[config.mk]
export PLATFORM = sky130hd
export DESIGN_NAME = diag_func_master
export DESIGN_NICKNAME = d
export VERILOG_FILES = /design/src/rtl/diag_func_master.sv
export SDC_FILE = /design/constraint.sdc
export NUM_CORES = 1
export LEC_CHECK = 0
export CAP_MARGIN = 5
export CORE_UTILIZATION = 42
export DETAILED_ROUTE_END_ITERATION = 10
export GPL_ROUTABILITY_DRIVEN = 0
export PLACE_DENSITY = 0.89
export SETUP_SLACK_MARGIN = 0.4
export SLEW_MARGIN = 5
export SYNTH_ARGS = -nofsm -noshare
export SYNTH_HDL_FRONTEND = slang
export SYNTH_SLANG_ARGS = --single-unit
[constraint.sdc]
create_clock -name clk -period 2.57 [get_ports clk]
set_clock_uncertainty 0.1 [all_clocks]
set_input_delay 0.3855 -clock clk [delete_from_list [all_inputs] [get_ports clk]]
set_output_delay 0.3855 -clock clk [all_outputs]
set_load 0.02 [all_outputs]
[src/rtl/diag_func_master.sv]
// KL10 diagnostic function bus initiator: setup/strobe/hold sequencing of DIAG codes.
// Optional EBUS odd parity generation/checking under DIAG_EBUS_PARITY_EN.
module diag_func_master #(
   parameter int unsigned SETUP_CYC  = 2,
   parameter int unsigned STROBE_CYC = 4,
   parameter int unsigned HOLD_CYC   = 2
) (
   input  logic        clk,
   input  logic        rst_n,
   input  logic        cmd_valid,
   output logic        cmd_ready,
   input  logic [0:6]  cmd_func,
   input  logic [0:35] cmd_data,
   output logic        rsp_valid,
   input  logic        rsp_ready,
   output logic [0:35] rsp_data,
   output logic        rsp_err,
   output logic [0:6]  DIAG_DIAG,
   output logic        DIAG_STROBE,
   output logic        DIAG_READ,
   output logic        ebus_drive,
   output logic [0:35] ebus_out,
   input  logic [0:35] ebus_in,
   output logic        ebus_par_out,
   input  logic        ebus_par_in
);

   localparam int unsigned MAX_AB = (SETUP_CYC > STROBE_CYC) ? SETUP_CYC : STROBE_CYC;
   localparam int unsigned MAX_C  = (MAX_AB > HOLD_CYC) ? MAX_AB : HOLD_CYC;
   localparam int unsigned CW     = (MAX_C > 1) ? $clog2(MAX_C) : 1;

   localparam logic [CW-1:0] SETUP_LD  = CW'(SETUP_CYC - 1);
   localparam logic [CW-1:0] STROBE_LD = CW'(STROBE_CYC - 1);
   localparam logic [CW-1:0] HOLD_LD   = CW'(HOLD_CYC - 1);

   typedef enum logic [2:0] {
      S_IDLE,
      S_SETUP,
      S_STROBE,
      S_HOLD,
      S_RESP
   } state_t;

   state_t        state;
   logic [CW-1:0] cnt;
   logic          cnt_done;
   logic          is_load;
   logic          par_load;
   logic          par_err;

   assign cnt_done = (cnt == '0);
   assign is_load  = ~cmd_func[0] & cmd_func[1];

`ifdef DIAG_EBUS_PARITY_EN
   // Odd parity bit: set when the data word has an even number of ones.
   assign par_load = is_load & ~^cmd_data;
   assign par_err  = (~^ebus_in) ^ ebus_par_in;
`else
   logic unused_par_in;
   assign unused_par_in = ebus_par_in;
   assign par_load      = 1'b0;
   assign par_err       = 1'b0;
`endif

   always_ff @(posedge clk or negedge rst_n) begin
      if (!rst_n) begin
         state        <= S_IDLE;
         cnt          <= '0;
         cmd_ready    <= 1'b1;
         rsp_valid    <= 1'b0;
         rsp_data     <= '0;
         rsp_err      <= 1'b0;
         DIAG_DIAG    <= '0;
         DIAG_STROBE  <= 1'b0;
         DIAG_READ    <= 1'b0;
         ebus_drive   <= 1'b0;
         ebus_out     <= '0;
         ebus_par_out <= 1'b0;
      end else begin
         unique case (state)
            S_IDLE: begin
               if (cmd_valid && cmd_ready) begin
                  state        <= S_SETUP;
                  cnt          <= SETUP_LD;
                  cmd_ready    <= 1'b0;
                  rsp_data     <= '0;
                  rsp_err      <= 1'b0;
                  DIAG_DIAG    <= cmd_func;
                  DIAG_READ    <= cmd_func[0];
                  ebus_drive   <= is_load;
                  ebus_out     <= is_load ? cmd_data : '0;
                  ebus_par_out <= par_load;
               end
            end
            S_SETUP: begin
               if (cnt_done) begin
                  state       <= S_STROBE;
                  cnt         <= STROBE_LD;
                  DIAG_STROBE <= 1'b1;
               end else begin
                  cnt <= cnt - CW'(1);
               end
            end
            S_STROBE: begin
               if (cnt_done) begin
                  state       <= S_HOLD;
                  cnt         <= HOLD_LD;
                  DIAG_STROBE <= 1'b0;
                  // Last strobe cycle is the EBUS sampling point for reads.
                  if (DIAG_READ) begin
                     rsp_data <= ebus_in;
                     rsp_err  <= par_err;
                  end
               end else begin
                  cnt <= cnt - CW'(1);
               end
            end
            S_HOLD: begin
               if (cnt_done) begin
                  state        <= S_RESP;
                  cnt          <= '0;
                  rsp_valid    <= 1'b1;
                  DIAG_DIAG    <= '0;
                  DIAG_READ    <= 1'b0;
                  ebus_drive   <= 1'b0;
                  ebus_out     <= '0;
                  ebus_par_out <= 1'b0;
               end else begin
                  cnt <= cnt - CW'(1);
               end
            end
            S_RESP: begin
               if (rsp_ready) begin
                  state     <= S_IDLE;
                  rsp_valid <= 1'b0;
                  cmd_ready <= 1'b1;
               end
            end
            default: begin
               state <= S_IDLE;
            end
         endcase
      end
   end

endmodule

==> impl_metrics.env, run 1 <==
export IMPL_antenna_found_initial=0
export IMPL_grt_pass1_vias=3001
export IMPL_p_per_area_nw_per_um2=458.0
export IMPL_critPathBufInv=1
export IMPL_slew_headroom=0.6450
export IMPL_dr_total_vias=2971
export IMPL_critical_path_top_delay_family="buffers and inverters"
export IMPL_hold_violations=0
export IMPL_antenna_cells=0
export IMPL_synth_edff_count=0
export IMPL_synth_ff_type="dfrtp_1"
export IMPL_r2r_end="rsp_data[26]"
export IMPL_grt_max_degree=53
export IMPL_n_fill_cell=663
export IMPL_synth_top_area_cell="dfrtp_1"
export IMPL_synth_top_area_frac=0.5810
export IMPL_p_seq_frac=0.526
export IMPL_min_path_type="flip-flop to flip-flop"
export IMPL_worstSetupPathType="flip-flop to output pin"
export IMPL_rr_worst_depth=7
export IMPL_die_area_um2=9304
export IMPL_finalSetupViolCount=0
export IMPL_dp_hpwl_um=6374
export IMPL_status="finished, final reports clean"
export IMPL_leakage_nw=2.385
export IMPL_ir_drop_mv=0.2530
export IMPL_grt_pass1_wl_um=14410
export IMPL_max_freq_ghz=0.4829
export IMPL_die_w_um=96.46
export IMPL_drv_cap=0
export IMPL_cts_tree="yes"
export IMPL_hold_path_endpoint="ebus_drive"
export IMPL_route_detailed_drc=0
export IMPL_cts_made_buffers=9
export IMPL_start_util=0.4318
export IMPL_cts_sinks=88
export IMPL_clk_latency_ns=0.35
export IMPL_cp_arrival_ns=1.59
export IMPL_ys_seq_elements=88
export IMPL_hold_start="ebus_drive"
export IMPL_hold_path_depth=1
export IMPL_r2r_start="cnt[0]"
export IMPL_fin_util=0.6610
export IMPL_synth_cell_area_um2=3747
export IMPL_detail_route_iter0_violations=106
export IMPL_synth_area_leaders="dfrtp_1 58%, a22o_1 10%, mux2i_1 9.9%"
export IMPL_port_buffers=166
export IMPL_slowest_delay_ns=0.63
export IMPL_ant_nets=0
export IMPL_die_height_um=96.46
export IMPL_comb_power_share=0.063
export IMPL_crit_path_cell_trace="clkdlybuf4s50_1"
export IMPL_cp_end_kind="output pin"
export IMPL_rows=34
export IMPL_syn_to_final_growth_pct=53.09
export IMPL_drive_gt1_frac=0.06667
export IMPL_grt_usage=0.2043
export IMPL_fin_nets=562
export IMPL_ys_types=38
export IMPL_drt_vias_per_instance=5.053
export IMPL_switchingPower_w=0.0005529
export IMPL_cts_buffer_depth=2
export IMPL_slowest_stage="clkdlybuf4s50_1"
export IMPL_clkPwrFrac=0.411
export IMPL_cp_max_fo=8
export IMPL_synth_avg_cell_area_um2=12.01
export IMPL_path_clk_slew_ns=0.09
export IMPL_syn_inst=312
export IMPL_ys_seq_area_frac=0.5880
export IMPL_register_area_um2=2205
export IMPL_htreeDepth=3
export IMPL_tightest_slew_ns=0.5325
export IMPL_p_int_w=0.002075
export IMPL_post_route_min_period_ns=2.071
export IMPL_grt_setup_unrepaired="no"
export IMPL_synthArstFlopShare=1.000
export IMPL_core_um2=8678
export IMPL_reg2reg_slack_ns=0.51
export IMPL_post_route_period_util=0.8058
export IMPL_overflow=0
export IMPL_yosysWarnings=0
export IMPL_ios=170
export IMPL_tns_ns=0
export IMPL_dr_pass1_iters=4
export IMPL_wl_per_cell_um=15.91
export IMPL_routed_wl_um=9355
export IMPL_cp_required_ns=2.08
export IMPL_cts_root_buf="clkbuf_8"
export IMPL_slew_viol_final=0
export IMPL_critPathLaunchType="flip-flop"
export IMPL_multiInputGateArea_um2=1245
export IMPL_switching_share=0.2104
[synth_stat cells (2+ instances only)]
master and count:
dfrtp_1 87, a22o_1 44, inv_1 40, nand2_1 40, mux2i_1 37, buf_2 7, buf_4 7, clkbuf_1 5
a21oi_1 4, o21ai_0 4, a21o_1 3, and3_1 3, buf_12 3, ha_1 3, and3b_1 2
[power groups by stage]
stage | sequential [W] | combinational (W) | clock, W
6_report | 0.00138 | 0.000165 | 0.00108
5_1_grt | 0.00138 | 0.000178 | 0.00116
4_1_cts | 0.00138 | 0.000168 | 0.00111
3_5_place_dp | 0.00141 | 0.000166 | 0
3_3_place_gp | 0.00141 | 0.000162 | 0
2_1_floorplan | 0.00141 | 0.00000765 | 0
[registers in the layout, summed over array words and instances, names as in the netlist]
register	flops
cmd_ready	1
rsp_valid	1
ebus_out	36
DIAG_STROBE	1
state	3
ebus_drive	1
rsp_data	36
DIAG_DIAG	7
cnt	2
[metrics by stage]
stage | hold slack [ns] | std cells | instance area (µm²) | setup WS [ns] | power (W)
after CTS | 0.3955 | 587 | 5717 | 0.4142 | 0.002656
after floorplan | -0.01009 | 313 | 3751 | 0.6929 | 0.001419
after global routing | 0.4196 | 588 | 5737 | 0.3794 | 0.002719
after detailed placement | 0.2820 | 569 | 5443 | 0.2819 | 0.001577
after global placement | 0.2748 | 569 | 5443 | 0.3812 | 0.001573
final | 0.3912 | 588 | 5737 | 0.4991 | 0.002627
[worst max path at each step]
stage | start | end | depth (start not counted)
after global placement | cmd_valid | rsp_data[10] | 5
after global routing | state[1] | rsp_data[14] | 5
after detailed placement | cmd_valid | rsp_data[35] | 5
after CTS | cnt[0] | rsp_data[0] | 6
final | cmd_ready | cmd_ready | 1
after floorplan | cnt[0] | rsp_data[10] | 7
[timing repair]
item | 4_1_cts | 5_1_grt
hold buffers | 1 | 0
pin swaps | 1 | 1
gates cloned | 1 | 0
setup buffers | 0 | 1
endpoints found under the hold margin | 36 | 0
resized for setup | 1 | 3
setup endpoints to repair | 1 | 19
[area by class of cell]
| type | count | share of cell area |
|---|---|---|
| sequential | 88 | 0.3843 |
| timing repair buffer | 174 | 0.3088 |
| multi-input combinational | 162 | 0.2170 |
| inverter | 40 | 0.02617 |
| clock buffer | 10 | 0.02399 |
| tap | 108 | 0.02356 |
| clock inverter | 6 | 0.01614 |
[per-layer routing]
layer,track usage,up-vias,part of all wire
met5,0,-,0
met4,0.07598,0,0.013
met3,0.04695,10,0.061
met2,0.3404,103,0.51
met1,0.2594,1480,0.42
li1,-,1378,-
[cells in the final DEF, fill, tap and decap left out, types with 2 or more instances in the layout]
cell type / instances
clkdlybuf4s50_1: 165
dfrtp_1: 86
a22o_1: 44
nand2_1: 40
inv_1: 39
mux2i_1: 37
clkbuf_8: 10
buf_4: 5
a21oi_1: 4
o21ai_0: 4
and3_1: 3
a21o_1: 3
and3b_1: 2
ha_1: 2
conb_1: 2
clkinvlp_4: 2
clkinv_4: 2
bufinv_16: 2
buf_12: 2
[logic make-up (layout without fill, tap and decap cells)]
family,Yosys count,in the layout,synth area share
mux,37,37,0.09883
xor+xnor,1,1,0.002338
fa+ha+maj,3,3,0.01002
other cells,1,2,0.001001
compound gates,62,62,0.1376
simple gates,57,57,0.07479
buf+inv,63,230,0.08748
flops,88,88,0.5880
No activity file was read; power rests on OpenSTA's default activity.
==> inputs of run 2 (changes only) <==
clock period = 2 ns   (was 2.57 ns; I/O delays follow)
==> run 2 against run 1 <==
Against the previous run: utilization increased by 5.4 points; global-route usage is 1.8 points higher; clock power is 19% higher; die area unchanged; clock-buffer cell count decreased by 1; final cell count is 6.1% higher; power grew 25%; sequential share of layout area fell by 2.9 points; flip-flop and latch count stayed put.
==> impl_metrics.env, run 2 (synthesized netlist as in run 1, its figures left out) <==
export IMPL_crit_path_start="cmd_ready"
export IMPL_final_common_cell="dfrtp_1"
export IMPL_grt_max_degree=51
export IMPL_r2r_end="rsp_data[32]"
export IMPL_n_fill_cell=614
export IMPL_cp_end_kind="flip-flop"
export IMPL_reg_largest_list="ebus_out x36, rsp_data x36, DIAG_DIAG x7"
export IMPL_cp_arrival_ns=2.01
export IMPL_cp_required_ns=2.16
export IMPL_dp_cells=576
export IMPL_path_common_cell="buf_6"
export IMPL_path_clk_slew_ns=0.10
export IMPL_grt_setup_unrepaired="yes"
export IMPL_wl_per_cell_um=18.58
export IMPL_finalSetupViolCount=0
export IMPL_critPathLaunchType="flip-flop"
export IMPL_multiInputGateArea_um2=1316
export IMPL_start_util=0.4318
export IMPL_slew_viol_final=0
export IMPL_drt_vias_per_instance=5.125
export IMPL_cts_buffer_depth=2
export IMPL_syn_to_final_growth_pct=65.68
export IMPL_ant_nets=0
export IMPL_detail_route_iter0_violations=125
export IMPL_cts_tree="yes"
export IMPL_grt_pass1_vias=3108
export IMPL_port_buffers=166
export IMPL_cts_made_buffers=9
export IMPL_status="finished, final reports clean"
export IMPL_slowest_stage="dfstp_2"
export IMPL_dr_pass1_iters=4
export IMPL_cts_root_buf="clkbuf_8"
export IMPL_hold_violations=0
export IMPL_clk_latency_ns=0.34
export IMPL_endpoint="rsp_data[32]"
export IMPL_die_height_um=96.46
export IMPL_p_per_area_nw_per_um2=527.3
export IMPL_core_um2=8678
export IMPL_ios=170
export IMPL_leakage_nw=3.049
export IMPL_r2r_start="cmd_ready"
export IMPL_rows=34
export IMPL_die_area_um2=9304
export IMPL_antenna_found_initial=0
export IMPL_rr_worst_depth=7
export IMPL_grt_usage=0.2225
export IMPL_max_freq_ghz=0.5397
export IMPL_final_cells=624
export IMPL_worstSetupPathType="flip-flop to flip-flop"
export IMPL_cp_max_fo=5
export IMPL_drv_cap=0
export IMPL_drive_gt1_frac=0.1609
export IMPL_placed_area_um2=5549
export IMPL_min_path_type="primary input to asynchronous set/reset pin"
export IMPL_die_w_um=96.46
export IMPL_layout_common_cells="85 x dfrtp_1, 81 x clkdlybuf4s50_1, 81 x dlygate4sd2_1, 44 x a22o_1, 40 x nand2_1"
export IMPL_htreeDepth=3
export IMPL_dp_hpwl_um=6736
export IMPL_crit_path_cell_trace="nand2_2 -> a2111oi_4 -> buf_6 -> buf_6 -> buf_6 -> buf_16 -> mux2i_4"
export IMPL_slowest_delay_ns=0.57
export IMPL_post_route_period_util=0.9264
export IMPL_antenna_cells=0
export IMPL_route_detailed_drc=0
export IMPL_cts_sinks=88
export IMPL_register_area_um2=2206
export IMPL_routed_wl_um=11600
export IMPL_final_area_um2=6208
export IMPL_fin_nets=598
export IMPL_grt_pass1_wl_um=15590
export IMPL_ir_drop_mv=0.3632
export IMPL_overflow=0
export IMPL_post_route_min_period_ns=1.853
export IMPL_reg2reg_slack_ns=0.15
export IMPL_dr_total_vias=3198
run 2: cell count changes in the layout (fill, tap and decap cells not counted), sizes merged:
cell / before / now
clkbuf: 10 / 15
clkdlybuf4s50: 165 / 81
clkinv: 2 / 3
clkinvlp: 2 / 1
bufinv: 2 / 1
buf: 7 / 39
inv: 40 / 42
clkdlybuf4s15: 0 / 2
dlygate4sd2: 0 / 81
bufbuf: 1 / 0
run 2: power by group:
group | switching (W) | internal [W]
registers | 0 | 0.00178
clock network | 0.000683 | 0.000594
logic | 0.0000694 | 0.000150
run 2: layout make-up:
cell class                      instances  share of cell area
Clock inverter                          7             0.01290
Sequential cell                        88              0.3553
Clock buffer                            9             0.01995
Tap cell                              108             0.02177
Inverter                               40             0.02418
Timing Repair Buffer                  210              0.3539
Multi-Input combinational cell        162              0.2120
run 2: how the worst min path moves through the flow:
stage | startpoint | to | slack, ns | cells after the start
after floorplan | rst_n | DIAG_DIAG[0] | -0.1 | 0
after global placement | rst_n | rsp_data[14] | 0.04 | 1
after detailed placement | rst_n | rsp_data[14] | 0.04 | 1
after CTS | rst_n | rsp_data[14] | 0.21 | 2
after global routing | rst_n | rsp_data[13] | 0.19 | 2
final | rst_n | rsp_data[14] | 0.22 | 2
run 2: timing repair:
action / CTS / global route
hold buffers: 1 / 0
endpoints found under the setup margin: 162 / 84
resized for setup: 93 / 26
pin swaps: 2 / 25
cloned: 5 / 10
hold endpoints to repair: 63 / 0
buffers inserted: 11 / 5
run 2: worst max-delay path, delay by kind of cell, from the launching register on:
family	cells	cell delay, ns
flip-flops	1	0.57
AO/OA/AOI/OAI	1	0.31
buffers and inverters	4	0.49
multiplexers	1	0.21
AND/OR/NAND/NOR	1	0.09
run 2: metal layers:
layer | track usage | up-vias | wire, µm
li1 | - | 1462 | -
met1 | 0.2772 | 1592 | 4698
met2 | 0.3844 | 134 | 5960
met3 | 0.06025 | 10 | 804
met4 | 0.05270 | 0 | 133
met5 | 0 | - | 0
run 2: metrics by stage:
| stage | hold slack (ns) | setup WS [ns] | setup TNS [ns] | power (W) | util |
|---|---|---|---|---|---|
| after floorplan | -0.09559 | 0.2817 | 0 | 0.001823 | - |
| after global placement | 0.04124 | 0.01112 | 0 | 0.002025 | 0.6394 |
| after detailed placement | 0.04385 | -0.07089 | -0.6340 | 0.002030 | 0.6394 |
| after CTS | 0.2094 | 0.1686 | 0 | 0.003286 | 0.6788 |
| after global routing | 0.1934 | 0.08209 | 0 | 0.003418 | 0.7154 |
| final | 0.2214 | 0.1472 | 0 | 0.003274 | 0.7154 |
==> variant 1 (config.mk and constraints of run 1) <==
Add a define of `DIAG_EBUS_PARITY_EN`.
--- a/src/rtl/diag_func_master.sv
+++ b/src/rtl/diag_func_master.sv
@@ -1,5 +1,7 @@
 // KL10 diagnostic function bus initiator: setup/strobe/hold sequencing of DIAG codes.
 // Optional EBUS odd parity generation/checking under DIAG_EBUS_PARITY_EN.
+`define DIAG_EBUS_PARITY_EN
+
 module diag_func_master #(
    parameter int unsigned SETUP_CYC  = 2,
    parameter int unsigned STROBE_CYC = 4,
Function: changed (a bounded check fails within 4 cycles, from zero or initial values and one cycle with rst_n low).
==> variant 1 against run 1 <==
Cell count increased by 3.7%. Cell area rose by 5.7%. Global-route usage up 0.52 points. Routed wire length up 9.1%. Maximum frequency increased by 1.4%. Worst hold slack gained 0.0020 ns. Area after synthesis is 6.8% higher. Count of clock-buffer cells in the layout is the same. Utilization fell by 0.47 points. Via count increased by 5.6%. Sequential cell count grew 2. Setup slack better by 0.029 ns.
Power is not compared: it rests on default switching activity, and its combinational part moved more than twofold at a synthesized area within 25%.
==> variant 1: results (changes against run 1) <==
stage	metric	value	unit	change
placement	PortBufs	169		+1.8%
grt	met2 Use GR	35.20	%	+1.2 points
grt	routing usage on met3	8.082	%	+3.4 points
final_layout	ant diodes	0		unchanged
critical_path	CP Max Fanout	2		-6
pwr	Lkg Pwr	2.595	nW	
placement	placed cell area	5823	um2	+7.0%
pwr	Peak VDD IR	0.3850	mV	
logic_synthesis	most frequent cells after synthesis	89 x dfrtp_1, 80 x a22o_1, 57 x xnor2_1, 13 x buf_2		
logic_synthesis	largest cells by area after synthesis	dfrtp_1 56%, a22o_1 18%, xnor2_1 12%		
grt	GRT Util Overall	20.94	%	+0.52 points
final_layout	Largest regs	ebus_out x36, rsp_data x36, DIAG_DIAG x7		
placement	HPWL Detailed	7.421	mm	+16%
logic_synthesis	distinct cell type count of the synthesized netlist	31		-18%
critical_path	crit path DAT	2.17	ns	+0.58 ns
timing	worst rel slew slack	62.41	%	-2.1 points
clock_tree	# resized after CTS	0		-1
drt	wl on met1	4.217	mm	+7.4%
final_layout	nets	563		+0.18%
clock_tree	postcts setup bufs	0		unchanged
grt	first-pass GRT wire length	16.16	mm	+12%
logic_synthesis	Mapped Nets	396		
worst_hold_path	Hold WC Path Type	flip-flop to flip-flop		
grt	initial antenna violation count	0		unchanged
logic_synthesis	post-synthesis sequential area ratio	56.30	%	-2.5 points
status	outcome	completed		
drt	Starting DRT DRC Count	107		+0.94%
grt	vias in the first global route	3332		+11%
logic_synthesis	top-area cell type share of the netlist area	55.64	%	-2.5 points
clock_tree	Reg clk slew, reported paths	0.09	ns	about the same
placement	Post-Place Setup Slack	0.1541	ns	-0.1278 ns
placement	placed insts	593		+4.2%
critical_path	CP peak stage delay	0.45	ns	-0.18 ns
drt	metal2 WL	4.862	mm	+2.6%
final_layout	layout cells sized above 1	6.029	%	-0.64 points
drt	WL met3	1.023	mm	+80%
logic_synthesis	Mapped Avg Cell Area	12.95	um2	+7.8%
critical_path	CP top delay family	XOR/XNOR gates		
drt	WL/cell	16.73	um	+5.1%
drt	DRT Pass-1 Iters	4		unchanged
drt	vias per cell	5.143		+1.8%
grt	grt met1 use	24.87	%	-1.1 points
grt	largest net degree at the start of global routing	49		-7.5%
clock_tree	Num CTS Buffers	9		unchanged
clock_tree	root cell of the clock tree	clkbuf_8		
drt	top routing layer in use	met4		
final_layout	Layout Cells excl Fill	610		+3.7%
[variant 1: cell types whose count changed in the layout (fill, tap and decap cells not counted), sizes merged, moves of 3 or more]
cell / change
a22o: +36
clkdlybuf4s50: +3
inv: -35
mux2i: -36
nand2: -31
nor2: +6
xnor2: +58
xor2: +9
[variant 1: logic make-up (layout without fill, tap and decap cells)]
group / after synthesis / after routing / synth area share, %
multiplexers: 1 / 1 / 0.2501
buffers and inverters: 22 / 194 / 2.751
flip-flops: 90 / 90 / 56.30
AND/OR/NAND/NOR: 27 / 27 / 3.564
adder cells (fa/ha/maj): 3 / 3 / 0.9379
AO/OA/AOI/OAI: 96 / 96 / 20.01
XOR/XNOR: 70 / 70 / 16.19
[variant 1: area by class of cell]
class,instances,area (um2)
fillers,682,3176
flip-flops and latches,90,2253
repair buffers,176,1769
multi-input cells,197,1642
well taps,129,161.4
clock buffers,10,137.6
clock inverters,6,93.84
inverters,2,7.507
[variant 1: worst paths after layout]
check                      depth (start not counted)                      from                  endpoint  slack (ns)
setup / recovery                                   7               ebus_in[33]       rsp_err$_DFFE_PN0P_        0.53
hold / removal                                     2  DIAG_DIAG[1]$_DFFE_PN0P_  DIAG_DIAG[1]$_DFFE_PN0P_        0.39
setup reg to reg                                   6        cnt[0]$_DFFE_PN0P_  ebus_out[18]$_DFFE_PN0P_        0.62
hold reg to reg                                    2  DIAG_DIAG[1]$_DFFE_PN0P_  DIAG_DIAG[1]$_DFFE_PN0P_        0.39
max in group asynchronous                          3                     rst_n     cmd_ready$_DFFE_PN1P_        1.17
min in group asynchronous                          2                     rst_n  rsp_data[17]$_DFFE_PN0P_        0.48
[variant 1: report_power, final]
part	switching, mW	total (mW)	leakage, nW	internal [mW]
registers	0.270	2.02	1.22	1.75
logic	1.00	2.18	1.26	1.17
clock network	0.512	1.10	0.114	0.585
==> variant 2 (flow settings as in run 1) <==
Made on the original files. The 5 states of `state_t` get a Gray code encoding in 3 bits.
--- a/src/rtl/diag_func_master.sv
+++ b/src/rtl/diag_func_master.sv
@@ -34,11 +34,11 @@
    localparam logic [CW-1:0] HOLD_LD   = CW'(HOLD_CYC - 1);
 
    typedef enum logic [2:0] {
-      S_IDLE,
-      S_SETUP,
-      S_STROBE,
-      S_HOLD,
-      S_RESP
+      S_IDLE   = 3'b000,
+      S_SETUP  = 3'b001,
+      S_STROBE = 3'b011,
+      S_HOLD   = 3'b010,
+      S_RESP   = 3'b110
    } state_t;
 
    state_t        state;
Check against the original RTL: no difference found for any inputs over 10 cycles, from zero or initial values and one cycle with rst_n low; not proved beyond that.
==> variant 2 against run 1 <==
Cell area is 6.3% higher. Count of clock-buffer cells in the layout rose by 1. Area after synthesis is 9.6% higher. Routed wire length up 6.4%. Setup slack improved by 0.035 ns. Sequential cell count is the same. Utilization is 1.0 points lower. Largest cell class unchanged. Highest routed layer unchanged.
Power is not compared: it rests on default switching activity, and its combinational part moved more than twofold at a synthesized area within 25%.
==> variant 2: results (changes against run 1) <==
stage	metric	value	unit	change
drt	DRT Pass-1 Iters	4		unchanged
critical_path	CP peak stage delay	0.41	ns	-0.22 ns
clock_tree	worst-case clock buffer depth	2		unchanged
drt	Starting DRT DRC Count	58		-45%
logic_synthesis	multiplexer share of the synthesized area	21.44	%	+12 points
drt	vias after detailed routing	3142		+5.8%
critical_path	setup slack, reg-to-reg	0.53	ns	+0.02 ns
final_layout	Largest regs	ebus_out x36, rsp_data x36, DIAG_DIAG x7		
placement	HPWL Detailed	7.226	mm	+13%
pwr	Peak VDD IR	0.8005	mV	
timing	Hold Worst Slack	0.4098	ns	+0.01857 ns
timing	worst rel slew slack	63.74	%	-0.76 points
placement	PortBufs	166		unchanged
critical_path	Critical-path top delay cell	dfrtp_1		
clock_tree	root cell of the clock tree	clkbuf_8		
drt	vias per cell	4.871		-3.6%
logic_synthesis	Post-synth EDFFs	0		unchanged
final_layout	nets	600		+6.8%
final_layout	layout cells sized above 1	12.60	%	+5.9 points
logic_synthesis	Post-Synth XOR/XNOR Area	0	%	-0.23 points
logic_synthesis	post-synthesis sequential area ratio	53.64	%	-5.2 points
final_layout	ant diodes	0		unchanged
grt	initial antenna violation count	0		unchanged
logic_synthesis	ys flop type	dfrtp_1		
critical_path	crit path DAT	2.15	ns	+0.56 ns
logic_synthesis	ys async rst share	100.0	%	unchanged
grt	vias in the first global route	3298		+9.9%
clock_tree	Skew-Pair Late Insertion Delay	0.34	ns	
pwr	P_sw	2.743	mW	
grt	first-pass GRT wire length	15.97	mm	+11%
clock_tree	CTS HTree Levels	3		unchanged
logic_synthesis	largest cells by area after synthesis	dfrtp_1 53%, mux2i_1 9.7%, mux2_4 7.3%		
critical_path	Worst R2R Path Depth	6		-1
logic_synthesis	adder-cell area share of the yosys netlist	1.218	%	+0.22 points
critical_path	Reg-to-Reg Start	cnt[0]$_DFFE_PN0P_		
grt	largest net degree at the start of global routing	51		-3.8%
drt	drt total wl	9.955	mm	+6.4%
grt	GRT Util Overall	19.93	%	-0.49 points
worst_hold_path	Hold Path Depth	1		unchanged
worst_hold_path	hold path start	ebus_out[17]$_DFFE_PN0P_		
critical_path	CP Max Fanout	38		+30
critical_path	R2R Path End	ebus_out[19]$_DFFE_PN0P_		
clock_tree	Num CTS Buffers	9		unchanged
logic_synthesis	Mapped Avg Cell Area	11.64	um2	-3.1%
logic_synthesis	yosys warns	0		unchanged
logic_synthesis	Synth Area in Compound Gates	3.960	%	-9.8 points
pwr	Lkg Pwr	2.732	nW	
logic_synthesis	most frequent cells after synthesis	87 x dfrtp_1, 45 x nand2_1, 43 x inv_1, 40 x mux2i_1, 36 x and3_1		
status	outcome	completed		
placement	placed insts	628		+10%
placement	placed cell area	5876	um2	+8.0%
placement	Post-Place Setup Slack	0.2754	ns	-0.006448 ns
worst_hold_path	Hold WC Path Type	flip-flop to flip-flop		
worst_hold_path	Hold Crit Endpoint	ebus_out[17]$_DFFE_PN0P_		
clock_tree	Reg clk slew, reported paths	0.10	ns	
logic_synthesis	distinct cell type count of the synthesized netlist	34		-11%
[variant 2: changes by cell type after synthesis, sizes merged, moves of 2 or more]
cell | run 1 | this run
a21o | 3 | 0
a21oi | 4 | 2
a22o | 44 | 8
and3 | 3 | 36
buf | 18 | 16
clkbuf | 5 | 11
inv | 40 | 43
mux2 | 0 | 36
mux2i | 37 | 40
nand2 | 41 | 45
nor2b | 0 | 2
o21ai | 4 | 2
[variant 2: worst max-delay path, delay by kind of cell, from the launching register on]
family,cells,cell delay [ns]
buf+inv,2,0.39
fa+ha+maj,1,0.27
compound gates,1,0.19
flops,1,0.41
simple gates,1,0.14
mux,1,0.38
[variant 2: routing by layer]
metal / track usage [%] / routed length (um) / up-vias
li1: - / - / 1481
met1: 25.19 / 4208 / 1549
met2: 33.93 / 4989 / 96
met3: 4.577 / 573 / 16
met4: 6.243 / 184 / 0
met5: 0 / 0 / -
[variant 2: cell type report]
type | instances | area (um2)
Inverter | 43 | 161.4
Fill cell | 765 | 3271
Sequential cell | 88 | 2203
Clock inverter | 4 | 53.80
Multi-Input combinational cell | 196 | 1610
Clock buffer | 11 | 151.4
Tap cell | 129 | 161.4
Timing Repair Buffer | 174 | 1759
[variant 2: repair_timing]
item / CTS / global route
gates resized for setup: 0 / 1
endpoints found under the hold margin: 37 / 0
setup endpoints to repair: 0 / 20
hold buffers: 1 / 0
setup buffers: 0 / 1
[variant 2: how the worst max path moves through the flow]
stage / start / to / slack [ns] / cells after the start
after floorplan: cnt[0]$_DFFE_PN0P_ / ebus_out[0]$_DFFE_PN0P_ / 0.69 / 7
after global placement: cmd_valid / ebus_out[21]$_DFFE_PN0P_ / 0.32 / 5
after detailed placement: cmd_valid / ebus_out[19]$_DFFE_PN0P_ / 0.28 / 5
after CTS: state[1]$_DFFE_PN0P_ / ebus_out[19]$_DFFE_PN0P_ / 0.47 / 4
after global routing: cnt[0]$_DFFE_PN0P_ / ebus_out[19]$_DFFE_PN0P_ / 0.44 / 6
final: cnt[0]$_DFFE_PN0P_ / ebus_out[19]$_DFFE_PN0P_ / 0.53 / 6
[variant 2: power by group through the flow]
stage	registers, mW	logic [mW]	clock network [mW]
after floorplan	3.20	1.57	0
after global routing	2.50	4.01	1.07
after CTS	2.42	3.80	1.01
after detailed placement	2.44	3.78	0
after global placement	2.40	3.68	0
final	2.42	3.77	0.985
[variant 2: cell families (layout without fill, tap and decap cells)]
| family | after synthesis | after routing |
|---|---|---|
| buf+inv | 70 | 232 |
| compound gates | 21 | 21 |
| fa+ha+maj | 4 | 4 |
| flops | 88 | 88 |
| mux | 76 | 76 |
| simple gates | 93 | 93 |
| other cells | 1 | 2 |
